`config.mk`:
```
export PLATFORM = sky130hd
export DESIGN_NAME = ks_lfsr_gen_flat
export DESIGN_NICKNAME = d
export VERILOG_FILES = /design/src/rtl/ks_lfsr_gen_if.sv /design/src/rtl/ks_lfsr_gen.sv /design/src/flat_wrapper.sv
export SDC_FILE = /design/constraint.sdc
export NUM_CORES = 1
export LEC_CHECK = 0
export CORE_ASPECT_RATIO = 1.5
export CORE_MARGIN = 8
export CORE_UTILIZATION = 50
export DETAILED_ROUTE_END_ITERATION = 10
export PLACE_DENSITY = 0.75
export SYNTH_ARGS = -nofsm -noshare
export SYNTH_HDL_FRONTEND = slang
export SYNTH_SLANG_ARGS = --single-unit
```
`constraint.sdc`:
```
create_clock -name clk -period 2.3 [get_ports clk]
set_input_delay 0.46 -clock clk [delete_from_list [all_inputs] [get_ports clk]]
set_output_delay 0.46 -clock clk [all_outputs]
set_load 0.01 [all_outputs]
```
`src/rtl/ks_lfsr_gen_if.sv`:
```
// Keystream word stream between ks_lfsr_gen and the downstream XOR combiner.
//   ks       : 16-bit keystream word, stable while ks_valid=1
//   ks_valid : ks holds a complete word
//   ks_ready : downstream accepts ks this cycle
interface ks_lfsr_gen_if;
    logic [15:0] ks;
    logic        ks_valid;
    logic        ks_ready;

    modport master (output ks, output ks_valid, input ks_ready);
    modport slave  (input ks, input ks_valid, output ks_ready);
endinterface

```
`src/rtl/ks_lfsr_gen.sv`:
```
// Bit-serial 16-bit Fibonacci LFSR keystream generator
// (x^16+x^14+x^13+x^11+1).
// It steps one bit per clock and packs 16 output bits MSB-first into a word.
// Each word is offered on a valid/ready stream.
//   clk, rst : clock, asynchronous active-high reset
//   start    : begin continuous word generation (IDLE only)
//   stop     : finish after the current word is accepted (FILL/HOLD)
//   seed_we  : load seed into the LFSR (IDLE only); zero seed -> SEED_DEFAULT
//   seed     : seed value
//   busy     : state is not IDLE
//   ks_o     : keystream stream (master side)
module ks_lfsr_gen #(
    parameter logic [15:0] SEED_DEFAULT = 16'hACE1
) (
    input  logic                 clk,
    input  logic                 rst,
    input  logic                 start,
    input  logic                 stop,
    input  logic                 seed_we,
    input  logic [15:0]          seed,
    output logic                 busy,
    ks_lfsr_gen_if.master        ks_o
);

    typedef enum logic [1:0] {IDLE, FILL, HOLD} state_t;

    state_t      state_q, state_d;
    logic [15:0] s_q, s_d;
    logic [15:0] sh_q, sh_d;
    logic [3:0]  cnt_q, cnt_d;
    logic        stop_q, stop_d;
    logic [15:0] ks_q, ks_d;
    logic        ks_valid_q, ks_valid_d;

    logic        fb;
    logic [15:0] sh_next;

    assign fb      = s_q[15] ^ s_q[13] ^ s_q[12] ^ s_q[10];
    assign sh_next = {sh_q[14:0], s_q[15]};

    always_comb begin
        state_d    = state_q;
        s_d        = s_q;
        sh_d       = sh_q;
        cnt_d      = cnt_q;
        stop_d     = stop_q;
        ks_d       = ks_q;
        ks_valid_d = ks_valid_q;
        unique case (state_q)
            IDLE: begin
                // A seed load and start in the same cycle both take effect;
                // the first FILL step then sees the new seed.
                if (seed_we) s_d = (seed == 16'h0000) ? SEED_DEFAULT : seed;
                if (start) begin
                    state_d = FILL;
                    cnt_d   = 4'd0;
                    stop_d  = 1'b0;
                end
            end
            FILL: begin
                s_d   = {s_q[14:0], fb};
                sh_d  = sh_next;
                cnt_d = cnt_q + 4'd1;
                if (stop) stop_d = 1'b1;
                if (cnt_q == 4'd15) begin
                    ks_d       = sh_next;
                    ks_valid_d = 1'b1;
                    state_d    = HOLD;
                end
            end
            HOLD: begin
                if (stop) stop_d = 1'b1;
                if (ks_valid_q && ks_o.ks_ready) begin
                    ks_valid_d = 1'b0;
                    if (stop_q || stop) begin
                        state_d = IDLE;
                    end else begin
                        state_d = FILL;
                        cnt_d   = 4'd0;
                    end
                end
            end
            default: state_d = IDLE;
        endcase
    end

    always_ff @(posedge clk or posedge rst) begin
        if (rst) begin
            state_q    <= IDLE;
            s_q        <= SEED_DEFAULT;
            sh_q       <= 16'h0000;
            cnt_q      <= 4'd0;
            stop_q     <= 1'b0;
            ks_q       <= 16'h0000;
            ks_valid_q <= 1'b0;
        end else begin
            state_q    <= state_d;
            s_q        <= s_d;
            sh_q       <= sh_d;
            cnt_q      <= cnt_d;
            stop_q     <= stop_d;
            ks_q       <= ks_d;
            ks_valid_q <= ks_valid_d;
        end
    end

    assign busy          = (state_q != IDLE);
    assign ks_o.ks       = ks_q;
    assign ks_o.ks_valid = ks_valid_q;

endmodule
```
`src/flat_wrapper.sv`:
```
// flat-port wrapper written by rule: the top's interface ports become plain ports
module ks_lfsr_gen_flat 
#(
    parameter logic [15:0] SEED_DEFAULT = 16'hACE1
)
  (clk, rst, start, stop, seed_we, seed, busy, ks_o_ks, ks_o_ks_valid, ks_o_ks_ready);
  ks_lfsr_gen_if ks_o_i ();
  input  logic clk;
  input  logic rst;
  input  logic start;
  input  logic stop;
  input  logic seed_we;
  input  logic [15:0] seed;
  output logic busy;
  output wire logic [$bits(ks_o_i.ks)-1:0] ks_o_ks;
  output wire logic [$bits(ks_o_i.ks_valid)-1:0] ks_o_ks_valid;
  input wire logic [$bits(ks_o_i.ks_ready)-1:0] ks_o_ks_ready;
  assign ks_o_ks = ks_o_i.ks;
  assign ks_o_ks_valid = ks_o_i.ks_valid;
  assign ks_o_i.ks_ready = ks_o_ks_ready;
  ks_lfsr_gen #(.SEED_DEFAULT(SEED_DEFAULT)) u_core (.clk(clk), .rst(rst), .start(start), .stop(stop), .seed_we(seed_we), .seed(seed), .busy(busy), .ks_o(ks_o_i));
endmodule
```
==> impl_metrics.yaml, run 1 <==
logic_synthesis:
  syn_nets: 233
  async_flop_share_pct: 100
  yosysTopAreaCellShare_pct: 46.5
  synth_seq_cells: 55
  synth_most_common_cell: "dfrtp_1"
  synth.avg_cell_area_um2: 12.3
  yosysWarnings: 0
  synth_cells: 206
  synth_edf_count: 0
  synth_area_um2: 2530
  ys_types: 31
  synth_area_leaders: "dfrtp_1 (46%), mux2_2 (14%), dfstp_2 (8.3%)"
  synth_common_cells: "dfrtp_1 (47), mux2_2 (32), nand2_1 (19), nor2_1 (13), o21ai_0 (12)"
  synth_top_cell_by_area: "dfrtp_1"
  synthFlopType: "dfrtp_1"
  yosysSeqAreaShare_pct: 54.8
drt:
  drt-total-wl_um: 4540
  wire_per_inst_um: 14.5
  routed_via_density: 5.28
  vias: 1658
  drt-initial-drc-count: 87
  drcViolationCount: 0
  ant_nets: 0
  drtPass1Iterations: 4
place:
  gp_congestion: 0.759
  post-place-cells: 306
  port_buffers: 39
  dpl_worst_slack_ns: 0.202
  place_area_um2: 2990
  hpwl_um: 3360
sta:
  finalClockSkew_ns: 0.00428
  final_hold_viol_count: 0
  period_share_pct: 91.6
  finalCriticalPeriod_ns: 2.11
  slew_headroom_pct: 76.6
  hold-worst-slack_ns: 0.490
  final.setup.worst_slack_ns: 0.193
  setup_tns_ns: 0
  fmax_mhz: 475
  worst_pin_slew_ns: 0.350
  slew_violations: 0
  rsz0062_at_grt: "no"
  setup_viol_count_final: 0
clock_tree:
  ctsHoldBuffers: 0
  clk_latency_ns: 0.30
  cts_resized: 0
  root_buffer: "clkbuf_8"
  path_clk_slew_ns: 0.10
  htreeDepth: 2
  cts_setup_buffers: 0
  clockBufferDepth: 2
  cts.sinks: 55
  cts_tree: "done"
  cts-buffers-inserted: 5
worst_hold_path:
  hold_class: "reg2reg"
critical_path:
  crit_arrival_ns: 1.65
  cp_data_required_time_ns: 1.84
  path_max_fanout: 4
  crit_buf_inv: 3
  crit_family: "buffers and inverters"
  worst_setup_path_end_kind: "output port"
  crit_top_cell: "inv_1"
  slowest_stage: "clkdlybuf4s50_1"
  cpPeakStageDelay_ns: 0.53
  path_class: "reg2out"
  rrSetupSlack_ns: 0.54
  start_kind: "flip-flop"
  cp_cell_sequence: "inv_1 > ha_1 > inv_1 > clkdlybuf4s50_1"
power_and_ir_drop:
  p_per_area_nw_per_um2: 1120
  total_power_mw: 3.46
  leakage_nw: 1.39
  ir_drop_mv: 0.749
die:
  die_h_um: 103
  rows: 31
  io_pins: 40
  die_x_um: 74.1
  initial_core_util_pct: 52.2
  dieArea_um2: 7640
  fp.coreArea_um2: 4850
layout:
  fin_cells: 314
  antenna_cells: 0
  nNetsFinal: 274
  syn2layout_area_growth_pct: 21.9
  layout-drive-gt1-share_pct: 25.0
  final_area_um2: 3090
  fin_util_pct: 63.7
status:
  status: "finished clean"
grt:
  grt_start_max_net_pins: 56
  antenna_found_initial: 0
  grt_pass1_wl_um: 8140
  grt_pass1_vias: 1816
  track_usage_pct: 13.5
  grt.overflow.total: 0
flow_run:
  maxCapViolCount: 0
==> final cells by class <==
class / count / area (um2)
fillers: 403 / 1760
flip-flops and latches: 55 / 1390
multi-input cells: 134 / 1050
repair buffers: 44 / 440
clock buffers: 6 / 82.6
well taps: 66 / 82.6
inverters: 7 / 26.3
clock inverters: 2 / 16.3
==> final timing paths <==
check                                              startpoint                             to  cells after the start
worst max-delay path            u_core.state_q[0]$_DFFE_PP0P_                           busy                      4
worst min-delay path                u_core.s_q[7]$_DFFE_PP1P_      u_core.s_q[7]$_DFFE_PP1P_                      2
worst max register to register  u_core.state_q[0]$_DFFE_PP0P_  u_core.state_q[0]$_DFFE_PP0P_                      6
worst min register to register      u_core.s_q[7]$_DFFE_PP1P_      u_core.s_q[7]$_DFFE_PP1P_                      2
max in group asynchronous                                 rst     u_core.s_q[10]$_DFFE_PP1P_                      3
min in group asynchronous                                 rst    u_core.sh_q[13]$_DFFE_PP0P_                      3
==> placed cells by master, fill, tap and decap left out, types with 6 or more instances in the layout <==
cell / count
nor2_1: 13
mux2i_1: 10
o21ai_0: 12
dfrtp_1: 47
mux2_2: 32
nor3_1: 9
o31ai_1: 7
clkdlybuf4s50_1: 39
clkbuf_8: 6
nand2_1: 19
dfstp_2: 8
==> power by group <==
part	internal (mW)	switching, mW
registers	1.33	0.217
clock network	0.246	0.318
logic	0.693	0.657
total	2.27	1.19
==> logic make-up (layout without fill, tap and decap cells) <==
kind of cell	after synthesis	count (layout)	synth area share (%)
fa+ha+maj	5	5	2.47
compound gates	28	28	7.42
xor+xnor	3	3	1.04
simple gates	54	54	11.2
mux	44	44	19.2
flops	55	55	54.8
buf+inv	17	59	3.90
==> routing by layer <==
layer,routed length (um),up-vias,track usage (%)
met5,0,-,0
met3,197,6,3.02
met1,1950,812,14.9
li1,-,807,-
met4,77,0,5.56
met2,2320,33,23.8
==> state kept, by name, indices dropped and copies added, names as in the netlist <==
register / cells
u_core.cnt_q: 4
u_core.state_q: 2
u_core.sh_q: 15
u_core.stop_q: 1
u_core.s_q: 16
u_core.ks_o.ks: 16
u_core.ks_o.ks_valid: 1
==> worst reg2reg max path: stages (launching register included) <==
cell and delay (ns):
dfrtp_1 0.40, inv_1 0.08, ha_1 0.26, and2b_4 0.21, a21o_1 0.16, a21oi_1 0.19, mux2_2 0.36
(Power assumes the default switching activity.)
==> inputs of run 2 (changes only) <==
ABC_AREA = 1   (was not set)
==> run 2 against run 1 <==
Compared with the run above:
- sequential power shrank 3%
- hold slack got worse by 0.012 ns
- fmax fell by 3.3%
==> impl_metrics.yaml, run 2 <==
layout:
  syn2layout_area_growth_pct: 21.2
  fin_util_pct: 61.3
  final_common_cell: "nand2_1"
  layout-drive-gt1-share_pct: 7.58
  antenna_cells: 0
  final_cell_mix: "nand2_1 (103), dfrtp_1 (47), o21ai_0 (41)"
  nNetsFinal: 382
clock_tree:
  cts.sinks: 55
  clk_latency_ns: 0.31
  ctsHoldBuffers: 0
  root_buffer: "clkbuf_8"
  cts_tree: "done"
  cts_resized: 0
  htreeDepth: 2
  cts-buffers-inserted: 5
  clockBufferDepth: 2
  path_clk_slew_ns: 0.10
  cts_setup_buffers: 0
sta:
  finalClockSkew_ns: 0.00868
  fmax_mhz: 459
  final_hold_viol_count: 0
  rsz0062_at_grt: "no"
  period_share_pct: 94.7
  setup_tns_ns: 0
  setup_viol_count_final: 0
  slew_violations: 0
  slew_headroom_pct: 63.0
  finalCriticalPeriod_ns: 2.18
  worst_pin_slew_ns: 0.554
worst_hold_path:
  hold_class: "reg2reg"
  min_from: "u_core.s_q[0]$_DFFE_PP1P_"
place:
  port_buffers: 39
  hpwl_um: 3710
  gp_congestion: 0.827
critical_path:
  start_kind: "flip-flop"
  crit_start: "u_core.state_q[0]$_DFFE_PP0P_"
  rrSetupSlack_ns: 0.43
  cp_data_required_time_ns: 1.84
  worst_setup_path_end_kind: "output port"
  crit_arrival_ns: 1.72
  path_class: "reg2out"
  r2r_start: "u_core.state_q[1]$_DFFE_PP0P_"
  path_max_fanout: 5
drt:
  drt-initial-drc-count: 94
  vias: 2062
  drt-total-wl_um: 5040
  wire_per_inst_um: 11.9
  drtPass1Iterations: 4
  routed_via_density: 4.86
  drcViolationCount: 0
  ant_nets: 0
logic_synthesis:
  synth_area_um2: 2550
  yosysWarnings: 0
  synth_area_leaders: "dfrtp_1 (46%), nand2_1 (15%), dfstp_2 (8.2%)"
  synth_common_cells: "nand2_1 (103), dfrtp_1 (47), o21ai_0 (41), nor2_1 (38), inv_1 (31)"
  async_flop_share_pct: 100
  synth_cells: 317
  synth_edf_count: 0
  ys_types: 22
  synthFlopType: "dfrtp_1"
  synth_top_cell_by_area: "dfrtp_1"
  yosysTopAreaCellShare_pct: 46.1
  yosysSeqAreaShare_pct: 54.3
  synth_most_common_cell: "nand2_1"
  synth_seq_cells: 55
  synth.avg_cell_area_um2: 8.05
  syn_nets: 344
die:
  die_h_um: 103
  io_pins: 40
  initial_core_util_pct: 50.6
  die_x_um: 74.3
  rows: 32
  fp.coreArea_um2: 5040
  dieArea_um2: 7690
power_and_ir_drop:
  leakage_nw: 1.43
  p_per_area_nw_per_um2: 1080
  ir_drop_mv: 1.12
grt:
  grt_pass1_vias: 2005
  antenna_found_initial: 0
  grt.overflow.total: 0
  grt_start_max_net_pins: 58
  track_usage_pct: 14.6
  grt_pass1_wl_um: 8830
status:
  status: "finished clean"
flow_run:
  maxCapViolCount: 0
==> run 2: layout make-up <==
| cell class | count | area, um2 |
|---|---|---|
| clock buffer | 5 | 68.8 |
| sequential | 55 | 1390 |
| fill | 479 | 1950 |
| multi-input combinational | 217 | 981 |
| tap | 68 | 85.1 |
| inverter | 33 | 126 |
| clock inverter | 3 | 25.0 |
| timing repair buffer | 43 | 420 |
==> run 2: final timing paths <==
kind | to | cells past startpoint
setup / recovery | busy | 4
hold / removal | u_core.s_q[0]$_DFFE_PP1P_ | 2
setup reg to reg | u_core.ks_o.ks[13]$_DFFE_PP0P_ | 6
hold reg to reg | u_core.s_q[0]$_DFFE_PP1P_ | 2
max in group asynchronous | u_core.ks_o.ks[12]$_DFFE_PP0P_ | 3
min in group asynchronous | u_core.s_q[12]$_DFFE_PP0P_ | 2
==> run 2: stage by stage <==
step | hold WS [ns] | instances | setup slack (ns) | instance area [um2] | total power [mW]
2_1_floorplan | 0.446 | 317 | 0.510 | 2550 | 2.52
3_3_place_gp | 0.457 | 416 | 0.496 | 3000 | 2.77
6_report | 0.478 | 424 | 0.122 | 3090 | 3.33
3_5_place_dp | 0.459 | 416 | 0.451 | 3000 | 2.82
5_1_grt | 0.499 | 424 | 0.0513 | 3090 | 3.63
4_1_cts | 0.476 | 424 | 0.103 | 3090 | 3.37
==> run 2: where the power goes <==
part | internal [mW] | switching [mW]
sequential | 1.32 | 0.170
clock | 0.218 | 0.320
combinational | 0.459 | 0.846
total | 1.99 | 1.34
==> run 2: metal layers <==
metal | track usage (%) | up-vias | wire (um)
li1 | - | 1069 | -
met1 | 17.0 | 946 | 2150
met2 | 25.2 | 42 | 2580
met3 | 3.09 | 5 | 232
met4 | 6.06 | 0 | 76
met5 | 0 | - | 0
==> run 2: cell families after synthesis <==
group / Yosys count / share of synthesized area, %
buffers and inverters: 45 / 7.31
adder cells (fa/ha/maj): 5 / 2.45
XOR/XNOR: 1 / 0.343
AO/OA/AOI/OAI: 64 / 13.5
AND/OR/NAND/NOR: 147 / 22.0
flip-flops: 55 / 54.3
==> run 2: critical path: stages, from the launching register on <==
cell and delay [ns]:
dfrtp_1 0.39, inv_1 0.08, ha_1 0.28, inv_1 0.11, clkdlybuf4s50_1 0.55
